===== src/rtl/aximm_seq_pkg.sv =====
// Shared CSR map, state/fail-code types and verdict helper for the
// AXI-MM AIB loopback self-test sequencer.
package aximm_seq_pkg;

  localparam logic [31:0] ADDR_DLY_X      = 32'h5000_2000;
  localparam logic [31:0] ADDR_DLY_Y      = 32'h5000_2004;
  localparam logic [31:0] ADDR_DLY_Z      = 32'h5000_2008;
  localparam logic [31:0] ADDR_WR_CFG     = 32'h5000_1000;
  localparam logic [31:0] ADDR_WR_RD_ADDR = 32'h5000_1004;
  localparam logic [31:0] ADDR_BUS_STS    = 32'h5000_1008;
  localparam logic [31:0] ADDR_LINKUP     = 32'h5000_100C;
  localparam logic [31:0] ADDR_RD_CFG     = 32'h5000_1010;

  localparam int STS_WR_DONE = 4;
  localparam int STS_RD_DONE = 5;

  typedef enum logic [3:0] {
    S_IDLE,
    S_CFG_DLY,
    S_POLL_LINK,
    S_START_WR,
    S_POLL_WR,
    S_START_RD,
    S_POLL_RD,
    S_READ_STS,
    S_DONE
  } seq_state_e;

  typedef enum logic {
    PH_XACT,
    PH_GAP
  } seq_phase_e;

  typedef enum logic [1:0] {
    X_IDLE,
    X_REQ,
    X_RDATA
  } xact_state_e;

  typedef enum logic [2:0] {
    FC_NONE     = 3'd0,
    FC_LINK_TO  = 3'd1,
    FC_WR_TO    = 3'd2,
    FC_RD_TO    = 3'd3,
    FC_MISMATCH = 3'd4,
    FC_ALIGN    = 3'd5
  } fail_code_e;

  // Alignment bits are judged before the data-compare bit.
  function automatic fail_code_e status_verdict(input logic [3:0] sts);
    if (!sts[3] || !sts[2]) return FC_ALIGN;
    else if (sts == 4'b1110) return FC_MISMATCH;
    else if (sts == 4'b1111) return FC_NONE;
    else return FC_MISMATCH;
  endfunction

endpackage


===== src/rtl/aximm_test_sequencer_xact.sv =====
// Single-outstanding AVMM transaction engine: launches one read or write,
// owns the waitrequest/readdatavalid handshake and pulses done once finished.
module aximm_avmm_xact
  import aximm_seq_pkg::*;
(
  input  logic        avmm_clk,
  input  logic        avmm_rst_n,
  input  logic        req,
  input  logic        we,
  input  logic [31:0] addr,
  input  logic [31:0] wdata,
  output logic        done,
  output logic [31:0] rdata,
  output logic [31:0] address,
  output logic        write,
  output logic        read,
  output logic [31:0] writedata,
  input  logic        waitrequest,
  input  logic [31:0] readdata,
  input  logic        readdatavalid
);

  xact_state_e state_q, state_d;
  logic        we_q;

  always_ff @(posedge avmm_clk or negedge avmm_rst_n) begin
    if (!avmm_rst_n) state_q <= X_IDLE;
    else             state_q <= state_d;
  end

  always_comb begin
    state_d = state_q;
    case (state_q)
      X_IDLE:  if (req) state_d = X_REQ;
      X_REQ:   if (!waitrequest) state_d = we_q ? X_IDLE : X_RDATA;
      X_RDATA: if (readdatavalid) state_d = X_IDLE;
      default: state_d = X_IDLE;
    endcase
  end

  // readdatavalid outside X_RDATA is stray and never captured.
  always_ff @(posedge avmm_clk or negedge avmm_rst_n) begin
    if (!avmm_rst_n) begin
      address   <= '0;
      writedata <= '0;
      we_q      <= 1'b0;
      rdata     <= '0;
      done      <= 1'b0;
    end else begin
      done <= 1'b0;
      if (state_q == X_IDLE && req) begin
        address   <= addr;
        writedata <= wdata;
        we_q      <= we;
      end
      if (state_q == X_REQ && !waitrequest && we_q) done <= 1'b1;
      if (state_q == X_RDATA && readdatavalid) begin
        rdata <= readdata;
        done  <= 1'b1;
      end
    end
  end

  assign write = (state_q == X_REQ) && we_q;
  assign read  = (state_q == X_REQ) && !we_q;

endmodule


===== src/rtl/aximm_test_sequencer.sv =====
// AVMM master that walks the AXI-MM AIB loopback self-test through the CSR
// space and reports a pass/fail verdict.
//
// state       | meaning
// S_IDLE      | waiting for start
// S_CFG_DLY   | writing delay X/Y/Z
// S_POLL_LINK | polling link-up nibble
// S_START_WR  | programming AXI address and write burst
// S_POLL_WR   | polling write-done bit
// S_START_RD  | programming AXI address and read burst
// S_POLL_RD   | polling read-done bit
// S_READ_STS  | final bus-status read
// S_DONE      | verdict held, restartable
module aximm_test_sequencer
  import aximm_seq_pkg::*;
#(
  parameter logic [31:0] DLY_X      = 32'h0000_000C,
  parameter logic [31:0] DLY_Y      = 32'h0000_0020,
  parameter logic [31:0] DLY_Z      = 32'h0000_1770,
  parameter logic [31:0] XFER_ADDR  = 32'h1000_0000,
  parameter logic [31:0] XFER_CFG   = 32'h0004_1804,
  parameter int unsigned POLL_GAP   = 16,
  parameter int unsigned POLL_LIMIT = 1024
) (
  input  logic        avmm_clk,
  input  logic        avmm_rst_n,
  input  logic        i_start,
  output logic [31:0] o_address,
  output logic        o_write,
  output logic        o_read,
  output logic [31:0] o_writedata,
  input  logic        i_waitrequest,
  input  logic [31:0] i_readdata,
  input  logic        i_readdatavalid,
  output logic        o_busy,
  output logic        o_test_done,
  output logic        o_test_pass,
  output logic [2:0]  o_fail_code,
  output logic [31:0] o_last_status
);

  localparam int PCW = $clog2(POLL_LIMIT + 1);
  localparam int GCW = $clog2(POLL_GAP + 1);

  seq_state_e     state_q, state_d;
  seq_phase_e     phase_q, phase_d;
  logic [1:0]     step_q, step_d;
  logic [PCW-1:0] poll_q, poll_d;
  logic [GCW-1:0] gap_q, gap_d;
  logic           pass_q, pass_d;
  fail_code_e     code_q, code_d;
  logic [31:0]    last_sts_q;

  logic           start_ok, poll_hit, launch;
  logic           issue_we;
  logic [31:0]    issue_addr, issue_wdata;
  logic           xact_done;
  logic [31:0]    xact_rdata;

  always_ff @(posedge avmm_clk or negedge avmm_rst_n) begin
    if (!avmm_rst_n) begin
      state_q <= S_IDLE;
      phase_q <= PH_XACT;
      step_q  <= '0;
      poll_q  <= '0;
      gap_q   <= '0;
      pass_q  <= 1'b0;
      code_q  <= FC_NONE;
    end else begin
      state_q <= state_d;
      phase_q <= phase_d;
      step_q  <= step_d;
      poll_q  <= poll_d;
      gap_q   <= gap_d;
      pass_q  <= pass_d;
      code_q  <= code_d;
    end
  end

  always_ff @(posedge avmm_clk or negedge avmm_rst_n) begin
    if (!avmm_rst_n) last_sts_q <= '0;
    else if (xact_done && (state_q == S_POLL_WR || state_q == S_POLL_RD ||
                           state_q == S_READ_STS))
      last_sts_q <= xact_rdata;
  end

  always_comb begin
    state_d  = state_q;
    phase_d  = phase_q;
    step_d   = step_q;
    poll_d   = poll_q;
    gap_d    = gap_q;
    pass_d   = pass_q;
    code_d   = code_q;
    launch   = 1'b0;
    start_ok = i_start && (state_q == S_IDLE || state_q == S_DONE);
    case (state_q)
      S_POLL_LINK: poll_hit = (xact_rdata[3:0] == 4'hF);
      S_POLL_WR:   poll_hit = xact_rdata[STS_WR_DONE];
      S_POLL_RD:   poll_hit = xact_rdata[STS_RD_DONE];
      default:     poll_hit = 1'b0;
    endcase

    if (start_ok) begin
      state_d = S_CFG_DLY;
      phase_d = PH_XACT;
      step_d  = '0;
      pass_d  = 1'b0;
      code_d  = FC_NONE;
      launch  = 1'b1;
    end else if (phase_q == PH_GAP) begin
      if (gap_q == GCW'(1)) begin
        phase_d = PH_XACT;
        launch  = 1'b1;
      end else begin
        gap_d = gap_q - 1'b1;
      end
    end else if (xact_done) begin
      case (state_q)
        S_CFG_DLY: begin
          launch = 1'b1;
          if (step_q == 2'd2) begin
            state_d = S_POLL_LINK;
            step_d  = '0;
            poll_d  = '0;
          end else begin
            step_d = step_q + 2'd1;
          end
        end
        S_START_WR, S_START_RD: begin
          launch = 1'b1;
          if (step_q == 2'd1) begin
            if (state_q == S_START_WR) state_d = S_POLL_WR;
            else                       state_d = S_POLL_RD;
            step_d = '0;
            poll_d = '0;
          end else begin
            step_d = 2'd1;
          end
        end
        S_POLL_LINK, S_POLL_WR, S_POLL_RD: begin
          if (poll_hit) begin
            launch = 1'b1;
            step_d = '0;
            if (state_q == S_POLL_LINK)    state_d = S_START_WR;
            else if (state_q == S_POLL_WR) state_d = S_START_RD;
            else                           state_d = S_READ_STS;
          end else if (poll_q == PCW'(POLL_LIMIT - 1)) begin
            state_d = S_DONE;
            pass_d  = 1'b0;
            if (state_q == S_POLL_LINK)    code_d = FC_LINK_TO;
            else if (state_q == S_POLL_WR) code_d = FC_WR_TO;
            else                           code_d = FC_RD_TO;
          end else begin
            poll_d  = poll_q + 1'b1;
            phase_d = PH_GAP;
            gap_d   = GCW'(POLL_GAP);
          end
        end
        S_READ_STS: begin
          state_d = S_DONE;
          code_d  = status_verdict(xact_rdata[3:0]);
          pass_d  = (code_d == FC_NONE);
        end
        default: ;
      endcase
    end
  end

  // First (or next) transaction of the state being entered or continued.
  always_comb begin
    issue_we    = 1'b0;
    issue_addr  = '0;
    issue_wdata = '0;
    if (launch) begin
      case (state_d)
        S_CFG_DLY: begin
          issue_we = 1'b1;
          case (step_d)
            2'd0:    begin issue_addr = ADDR_DLY_X; issue_wdata = DLY_X; end
            2'd1:    begin issue_addr = ADDR_DLY_Y; issue_wdata = DLY_Y; end
            default: begin issue_addr = ADDR_DLY_Z; issue_wdata = DLY_Z; end
          endcase
        end
        S_START_WR, S_START_RD: begin
          issue_we = 1'b1;
          if (step_d == 2'd0) begin
            issue_addr  = ADDR_WR_RD_ADDR;
            issue_wdata = XFER_ADDR;
          end else begin
            issue_addr  = (state_d == S_START_WR) ? ADDR_WR_CFG : ADDR_RD_CFG;
            issue_wdata = XFER_CFG;
          end
        end
        S_POLL_LINK: issue_addr = ADDR_LINKUP;
        S_POLL_WR, S_POLL_RD, S_READ_STS: issue_addr = ADDR_BUS_STS;
        default: ;
      endcase
    end
  end

  aximm_avmm_xact u_xact (
    .avmm_clk      (avmm_clk),
    .avmm_rst_n    (avmm_rst_n),
    .req           (launch),
    .we            (issue_we),
    .addr          (issue_addr),
    .wdata         (issue_wdata),
    .done          (xact_done),
    .rdata         (xact_rdata),
    .address       (o_address),
    .write         (o_write),
    .read          (o_read),
    .writedata     (o_writedata),
    .waitrequest   (i_waitrequest),
    .readdata      (i_readdata),
    .readdatavalid (i_readdatavalid)
  );

  assign o_busy        = (state_q != S_IDLE) && (state_q != S_DONE);
  assign o_test_done   = (state_q == S_DONE);
  assign o_test_pass   = pass_q;
  assign o_fail_code   = code_q;
  assign o_last_status = last_sts_q;

endmodule


===== config.mk =====
export PLATFORM = sky130hd
export DESIGN_NAME = aximm_test_sequencer
export DESIGN_NICKNAME = d
export VERILOG_FILES = /design/src/rtl/aximm_seq_pkg.sv /design/src/rtl/aximm_test_sequencer_xact.sv /design/src/rtl/aximm_test_sequencer.sv
export SDC_FILE = /design/constraint.sdc
export NUM_CORES = 1
export LEC_CHECK = 0
export ABC_AREA = 1
export BUFFER_PORTS_ARGS = -buffer_cell sky130_fd_sc_hd__buf_2
export CAP_MARGIN = 0
export CELL_PAD_IN_SITES_DETAIL_PLACEMENT = 1
export CELL_PAD_IN_SITES_GLOBAL_PLACEMENT = 1
export CORE_MARGIN = 4
export CORE_UTILIZATION = 30
export CTS_CLUSTER_SIZE = 14
export DETAILED_ROUTE_END_ITERATION = 6
export GPL_ROUTABILITY_DRIVEN = 0
export PLACE_DENSITY = 0.72
export RECOVER_POWER = 25
export SLEW_MARGIN = 10
export SYNTH_ARGS = -nofsm -noshare
export SYNTH_HDL_FRONTEND = slang
export SYNTH_SLANG_ARGS = --single-unit

===== constraint.sdc =====
create_clock -name avmm_clk -period 2.2 [get_ports avmm_clk]
set_input_delay 0.44 -clock avmm_clk [delete_from_list [all_inputs] [get_ports avmm_clk]]
set_output_delay 0.44 -clock avmm_clk [all_outputs]
set_load 0.01 [all_outputs]

==> results of run 1 <==
[layout make-up]
type / count / share of cell area (%)
clock buffer: 12 / 3.836
clock inverter: 4 / 1.207
inverter: 81 / 4.770
multi-input combinational: 421 / 33.26
sequential: 108 / 42.13
tap: 225 / 4.381
timing repair buffer: 116 / 10.42
[flip-flops by register name (all words and copies together), names as in the netlist]
signal,flops
o_test_pass,1
o_fail_code,3
state_q,4
phase_q,1
u_xact.we_q,1
u_xact.address,6
u_xact.state_q,2
poll_q,11
step_q,2
u_xact.rdata,32
u_xact.done,1
u_xact.writedata,7
gap_q,5
o_last_status,32
[synth_stat cells (all sizes together)]
cell	number
xnor2	1
ha	3
inv	80
a21oi	42
nor4	1
nand2	146
o21ai	49
clkbuf	8
nand4	1
conb	1
nor2	79
nand3b	1
nand3	32
a31oi	1
buf	57
o21a	1
xor2	2
o211ai	1
a31o	1
o31ai	6
nor3b	1
dfrtp	108
nor3	6
a211oi	2
clkinv	1
[report_power, final]
part	switching (mW)	total [mW]	internal, mW
clock	0.763	1.80	1.04
sequential	0.338	2.87	2.53
combinational	1.59	2.45	0.865
[worst min-delay path by stage]
stage | startpoint | endpoint | slack, ns | depth (start not counted)
2_1_floorplan | avmm_rst_n | gap_q[0]$_DFFE_PN0P_ | 0.14 | 0
3_3_place_gp | avmm_rst_n | o_last_status[28]$_DFFE_PN0P_ | 0.41 | 1
3_5_place_dp | avmm_rst_n | o_last_status[28]$_DFFE_PN0P_ | 0.42 | 1
4_1_cts | avmm_rst_n | o_last_status[28]$_DFFE_PN0P_ | 0.03 | 1
5_1_grt | i_waitrequest | u_xact.done$_DFF_PN0_ | 0.31 | 2
6_report | i_waitrequest | u_xact.done$_DFF_PN0_ | 0.31 | 2
[kinds of logic (layout without fill, tap and decap cells)]
logic type | count (synthesis) | in the layout | share of synthesized area, %
DFF | 108 | 108 | 51.66
AOI/OAI and AO/OA | 103 | 103 | 10.52
and+or+nand+nor | 267 | 267 | 22.36
adders and majority gates | 3 | 3 | 0.7176
other | 1 | 45 | 0.07168
buffers and inverters | 146 | 213 | 14.16
xor gates and xnor gates | 3 | 3 | 0.5024
[metrics by stage]
stage	instances	setup slack, ns	hold WS, ns
6_report	967	0.1457	0.3073
5_1_grt	967	-0.04387	0.3077
4_1_cts	956	0.01063	0.03397
3_5_place_dp	940	-0.01395	0.4185
3_3_place_gp	940	0.04863	0.4149
2_1_floorplan	675	0.3734	0.1444
[repair_timing]
action	in CTS	in global routing
setup endpoints to repair	4	18
buffers inserted	0	11
resized for setup	3	48
hold buffers	0	0
pin swaps	0	14
[worst reg2reg max path: cells and delay by family, from the launching register on]
kind	cells	cell delay, ns
flops	1	0.46
simple gates	6	0.85
buf+inv	2	0.16
compound gates	3	0.47
[metal layers]
| metal | GRT usage, % | up-vias | wire, um | share of wire [%] |
|---|---|---|---|---|
| met4 | 5.609 | 0 | 289 | 2.1 |
| met5 | 0 | - | 0 | 0 |
| li1 | - | 2104 | - | - |
| met3 | 2.287 | 17 | 388 | 2.9 |
| met2 | 22.13 | 78 | 6533 | 48 |
| met1 | 18.36 | 2046 | 6306 | 47 |
==> out/metrics.csv, run 1 <==
stage,metric,value,unit
setup_path,Worst Path Max Fanout,6,
pwr,Worst IR Drop VDD,0.3843,mV
grt,initial antenna violation count,0,
synthesis,Synth cell types,36,
run_status,status,"complete, but fails checks",
setup_path,Worst setup startpoint,state_q[1]$_DFF_PN0_,
timing,Slew @ Worst Pin,1.894,ns
synthesis,synth top area cells,"dfrtp_1, nand2_1, buf_4, nor2_1, inv_1",
job,max-cap violation count,1,
placed_design,Port Buffers,95,
grt,GRT Total Usage,13.70,%
pwr,PwrDens,1109,nW/um2
pwr,Leak,3.519,nW
timing,period utilization,93.38,%
setup_path,RR Startpoint,state_q[1]$_DFF_PN0_,
floorplan,core footprint,17180,um2
synthesis,mapped cell area,5231,um2
synthesis,Syn Area/Cell,8.290,um2
timing,Clock Skews,0.01028,ns
route,vias,4245,
clock_tree,clock buffer depth,2,
setup_path,Reg2Reg Depth,11,
setup_path,crit path to,poll_q[8]$_DFFE_PN0P_,
cells_and_area,Finished Cell Area,6426,um2
floorplan,Die X,140.1,um
grt,first-pass GRT wire length,21.96,mm
clock_tree,Root Driver,clkbuf_16,
floorplan,die area,19610,um2
timing,"Slew Viols, Final",33,
grt,largest net degree at the start of global routing,66,
cells_and_area,layout cells sized above 1,27.22,%
setup_path,Crit path largest cell delay,0.46,ns
timing,Max Clk Rate,486.8,MHz
setup_path,worst r2r dst,poll_q[8]$_DFFE_PN0P_,
placed_design,placed inst area,5839,um2
setup_path,Required @ worst endpoint,2.44,ns
clock_tree,clock transition at the registers of the reported paths,0.07,ns
route,routed wire length per instance,13.98,um
setup_path,critical-path cell list,inv_2 > nor2_4 > nand2_2 > nand2_4 > inv_2 > a211oi_2 > nand2_2 > nor3_2 > nand2_1 > o21ai_0 > a21oi_1,
placed_design,HPWL reported at the end of detailed placement,9.751,mm
timing,Final Hold Vio Count,0,
clock_tree,H-tree depth,3,
synthesis,Cells after Synth,631,
route,DRC viols,0,
setup_path,crit path max-delay cell type,dfrtp_2,
grt,vias in the first global route,4441,
cells_and_area,n_diodes,0,
route,Antenna Nets Post-Route,0,
cells_and_area,Final nets,777,
route,Via-to-Cell Ratio,4.390,
cells_and_area,"most common cell after layout, fill and taps aside",nand2_1,
pwr,Tot Pwr,7.126,mW
route,DR iter-0 viols,156,
cells_and_area,Area Growth Syn to Fin,22.84,%
clock_tree,CTS tree,built,
floorplan,row count,48,
cells_and_area,Reg area,2708,um2
grt,GRT overflow,0,
cells_and_area,"commonest non-fill, non-tap cells in the layout","nand2_1, dfrtp_1, buf_2",
cells_and_area,Util after Layout,37.41,%
timing,Final setup viols,0,
setup_path,cell depth of the worst setup path,11,
route,routed wire length,13.52,mm
setup_path,cell family with most CP delay,simple AND/OR/NAND/NOR gates,
setup_path,worst reg2reg setup slack,0.15,ns
synthesis,Synth top area share,51.66,%
floorplan,num ports,141,
synthesis,total number of yosys warnings,0,
cells_and_area,Fill cells,2109,
clock_tree,clk_lat worst skew,0.35,ns
timing,fin crit period,2.054,ns
worst_hold_path,hold crit path type,in -> reg,
cells_and_area,multi-input logic area,2137,um2
run_status,failing checks,"max-capacitance violations, max-slew violations",
clock_tree,number of CTS-inserted buffers,9,
setup_path,Setup crit end kind,flip-flop,
setup_path,worst path arrival time,2.29,ns
setup_path,Buffers & Inverters on Critical Path,2,
floorplan,Initial Util,30.46,%
timing,headroom to the max-slew limit,-26.25,%
synthesis,post-synthesis register bit count,108,
synthesis,cell accounting for the most synthesized area,dfrtp_1,
synthesis,post-synthesis sequential area ratio,51.66,%
clock_tree,total clock sinks,108,
route,Pre-Repair DR Iteration Count,4,
setup_path,CP Class,reg -> reg,
setup_path,critical path launch point type,flip-flop,
timing,TNS Setup,0,ns
floorplan,Die Y,140.1,um
(Power assumes the default switching activity.)
==> inputs of run 2 (changes only) <==
--- a/config.mk
+++ b/config.mk
@@ -15,5 +15,5 @@
 export CTS_CLUSTER_SIZE = 14
 export DETAILED_ROUTE_END_ITERATION = 6
-export GPL_ROUTABILITY_DRIVEN = 0
+export GPL_ROUTABILITY_DRIVEN = 1
 export PLACE_DENSITY = 0.72
 export RECOVER_POWER = 25
==> constraint.sdc (replaced) <==
create_clock -name avmm_clk -period 2.2 [get_ports avmm_clk]
set_input_delay 0.22 -clock avmm_clk [delete_from_list [all_inputs] [get_ports avmm_clk]]
set_output_delay 0.22 -clock avmm_clk [all_outputs]
set_load 0.01 [all_outputs]
==> run 2 against run 1 <==
Against the previous run:
- the run now ends clean
- fmax is 2.3% lower
- hold slack got worse by 0.23 ns
- combinational power rose by 6%
- sequential cell count unchanged
- critical path type unchanged
- largest cell class unchanged
==> out/metrics.csv, run 2 (synthesis gave the netlist of run 1 again) <==
stage,metric,value,unit,change
setup_path,Required @ worst endpoint,2.45,ns,about the same
route,Antenna Nets Post-Route,0,,unchanged
clock_tree,total clock sinks,108,,unchanged
pwr,PwrDens,1085,nW/um2,-2.1%
floorplan,die area,19610,um2,unchanged
pwr,Power Internal,4.278,mW,-3.5%
setup_path,RR Startpoint,state_q[2]$_DFF_PN0_,,
setup_path,worst reg2reg setup slack,0.1,ns,-0.05 ns
cells_and_area,Area Growth Syn to Fin,23.82,%,
route,Via-to-Cell Ratio,4.348,,-0.95%
run_status,status,finished clean,,
timing,Slew @ Worst Pin,0.9221,ns,-0.9717 ns
route,DR top layer,met4,,
worst_hold_path,hold path start,i_waitrequest,,
route,met2 routed WL,6.600,mm,+1.0%
pwr,Worst IR Drop VDD,0.4365,mV,+14%
cells_and_area,multi-input logic area,2163,um2,+1.2%
pwr,Leak,3.551,nW,+0.90%
placed_design,HPWL reported at the end of detailed placement,10.08,mm,+3.4%
setup_path,critical path launch point type,flip-flop,,
route,routed wire length,13.64,mm,+0.94%
timing,TNS Setup,0,ns,unchanged
timing,"Slew Viols, Final",0,,-100%
cells_and_area,"most common cell after layout, fill and taps aside",nand2_1,,
setup_path,Worst Path Max Fanout,6,,unchanged
cells_and_area,Reg area,2706,um2,about the same
route,DR iter-0 viols,151,,-3.2%
pwr,net switching power,2.751,mW,+2.3%
grt,initial antenna violation count,0,,unchanged
worst_hold_path,Hold Path Sink,u_xact.done$_DFF_PN0_,,
timing,Max Clk Rate,475.6,MHz,-2.3%
route,wire length on met3,413,um,+6.4%
setup_path,worst r2r dst,poll_q[9]$_DFFE_PN0P_,,
pwr,Clock power frac,22.4,%,-2.9 points
floorplan,core footprint,17180,um2,unchanged
clock_tree,clock transition at the registers of the reported paths,0.07,ns,about the same
job,max-cap violation count,0,,-1
route,vias,4248,,+0.071%
clock_tree,H-tree depth,3,,unchanged
clock_tree,Root Driver,clkbuf_16,,
timing,worst setup margin,0.09747,ns,-0.04826 ns
grt,vias in the first global route,4240,,-4.5%
timing,headroom to the max-slew limit,38.53,%,+65 points
route,DRC viols,0,,unchanged
placed_design,"worst slack, placed",-0.1163,ns,-0.1024 ns
pwr,Gate power share,36.8,%,+2.3 points
clock_tree,clk_lat worst skew,0.35,ns,about the same
floorplan,Die X,140.1,um,unchanged
setup_path,Reg2Reg Depth,13,,+2
cells_and_area,n_diodes,0,,unchanged
setup_path,CP Class,reg -> reg,,
grt,GRT Total Usage,13.51,%,-0.19 points
route,M1 wire length,6.357,mm,+0.81%
placed_design,Port Buffers,95,,unchanged
timing,Final setup viols,0,,unchanged
grt,largest net degree at the start of global routing,65,,-1.5%
pwr,Sw Share,39.13,%,+1.4 points
setup_path,worst path arrival time,2.35,ns,+0.06 ns
route,Pre-Repair DR Iteration Count,4,,unchanged
timing,fin crit period,2.103,ns,+0.04826 ns
cells_and_area,layout cells sized above 1,29.26,%,+2.0 points
route,routed wire length per instance,13.96,um,about the same
pwr,Tot Pwr,7.029,mW,-1.4%
cells_and_area,Fill cells,2148,,+1.8%
floorplan,num ports,141,,unchanged
clock_tree,clock buffer depth,2,,unchanged
worst_hold_path,hold crit path type,in -> reg,,
placed_design,routability cong.,0.8529,,
floorplan,row count,48,,unchanged
worst_hold_path,hold depth,2,,unchanged
clock_tree,CTS tree,built,,
timing,Clock Skews,0.006067,ns,-0.004215 ns
cells_and_area,Final nets,787,,+1.3%
grt,GRT overflow,0,,unchanged
floorplan,Initial Util,30.46,%,unchanged
setup_path,Setup crit end kind,flip-flop,,
cells_and_area,"commonest non-fill, non-tap cells in the layout","nand2_1, dfrtp_1, buf_2",,
timing,Final Hold Vio Count,0,,unchanged
clock_tree,number of CTS-inserted buffers,9,,unchanged
timing,unrepaired setup endpoints after global routing,true,,
floorplan,Die Y,140.1,um,unchanged
timing,period utilization,95.57,%,+2.2 points
pwr,sequential share of power,40.7,%,+0.5 points
grt,first-pass GRT wire length,21.69,mm,-1.3%
-- run 2: repair_timing --
item                                   4_1_cts  5_1_grt
setup endpoints to repair                   11       21
pin swaps                                    0       16
resized for setup                            2       56
buffers inserted                             1       17
hold buffers                                 1        0
endpoints found under the hold margin       33        0
-- run 2: power by group through the flow --
stage                     sequential [mW]  combinational, mW  clock [mW]
after floorplan                      2.87               1.58           0
after detailed placement             2.88               2.28           0
after CTS                            2.84               2.31        1.63
after global routing                 2.93               2.94        1.72
final                                2.86               2.59        1.58
after global placement               2.87               2.23           0
-- run 2: worst max path at each step --
stage	startpoint	endpoint	slack (ns)	depth (start not counted)
floorplan	state_q[1]$_DFF_PN0_	u_xact.address[3]$_DFFE_PN0P_	0.37	14
global placement	phase_q$_DFF_PN0_	u_xact.we_q$_DFFE_PN0P_	-0.17	14
detailed placement	phase_q$_DFF_PN0_	u_xact.we_q$_DFFE_PN0P_	-0.12	14
CTS	phase_q$_DFF_PN0_	u_xact.we_q$_DFFE_PN0P_	0.01	14
global route	phase_q$_DFF_PN0_	u_xact.address[2]$_DFFE_PN0P_	-0.07	16
finish	state_q[2]$_DFF_PN0_	poll_q[9]$_DFFE_PN0P_	0.1	13
-- run 2: final cells by class --
cell class / instances / share of cell area, %
flip-flops and latches: 108 / 41.78
multi-input cells: 421 / 33.40
repair buffers: 126 / 11.36
inverters: 81 / 4.732
well taps: 225 / 4.346
clock buffers: 10 / 3.689
clock inverters: 6 / 0.6954
-- run 2: through the flow --
stage                     std cells  hold slack, ns  instance area [um2]  util, %
after floorplan                 675        -0.07559                 5396        -
after global placement          942          0.2259                 5854    34.08
after detailed placement        942          0.2229                 5854    34.08
after CTS                       960         0.05835                 6163    35.88
after global routing            977         0.08291                 6477    37.71
final                           977         0.07447                 6477    37.71
-- run 2: per-layer routing --
| metal | vias up | GRT usage (%) |
|---|---|---|
| li1 | 2118 | - |
| met2 | 80 | 22.16 |
| met3 | 19 | 2.595 |
| met4 | 0 | 4.589 |
| met5 | - | 0 |
| met1 | 2031 | 18.01 |
-- run 2: critical path: stages, from the launching register on --
cell and delay [ns]:
dfrtp_1 0.41, buf_4 0.16, nor2_4 0.15, nand2_4 0.11, nand2_8 0.10, inv_2 0.07, a211oi_2 0.22, nand2_2 0.16
inv_2 0.09, nand3_2 0.11, nor2_2 0.16, nand2_1 0.09, nor2_1 0.10, nor2_1 0.05
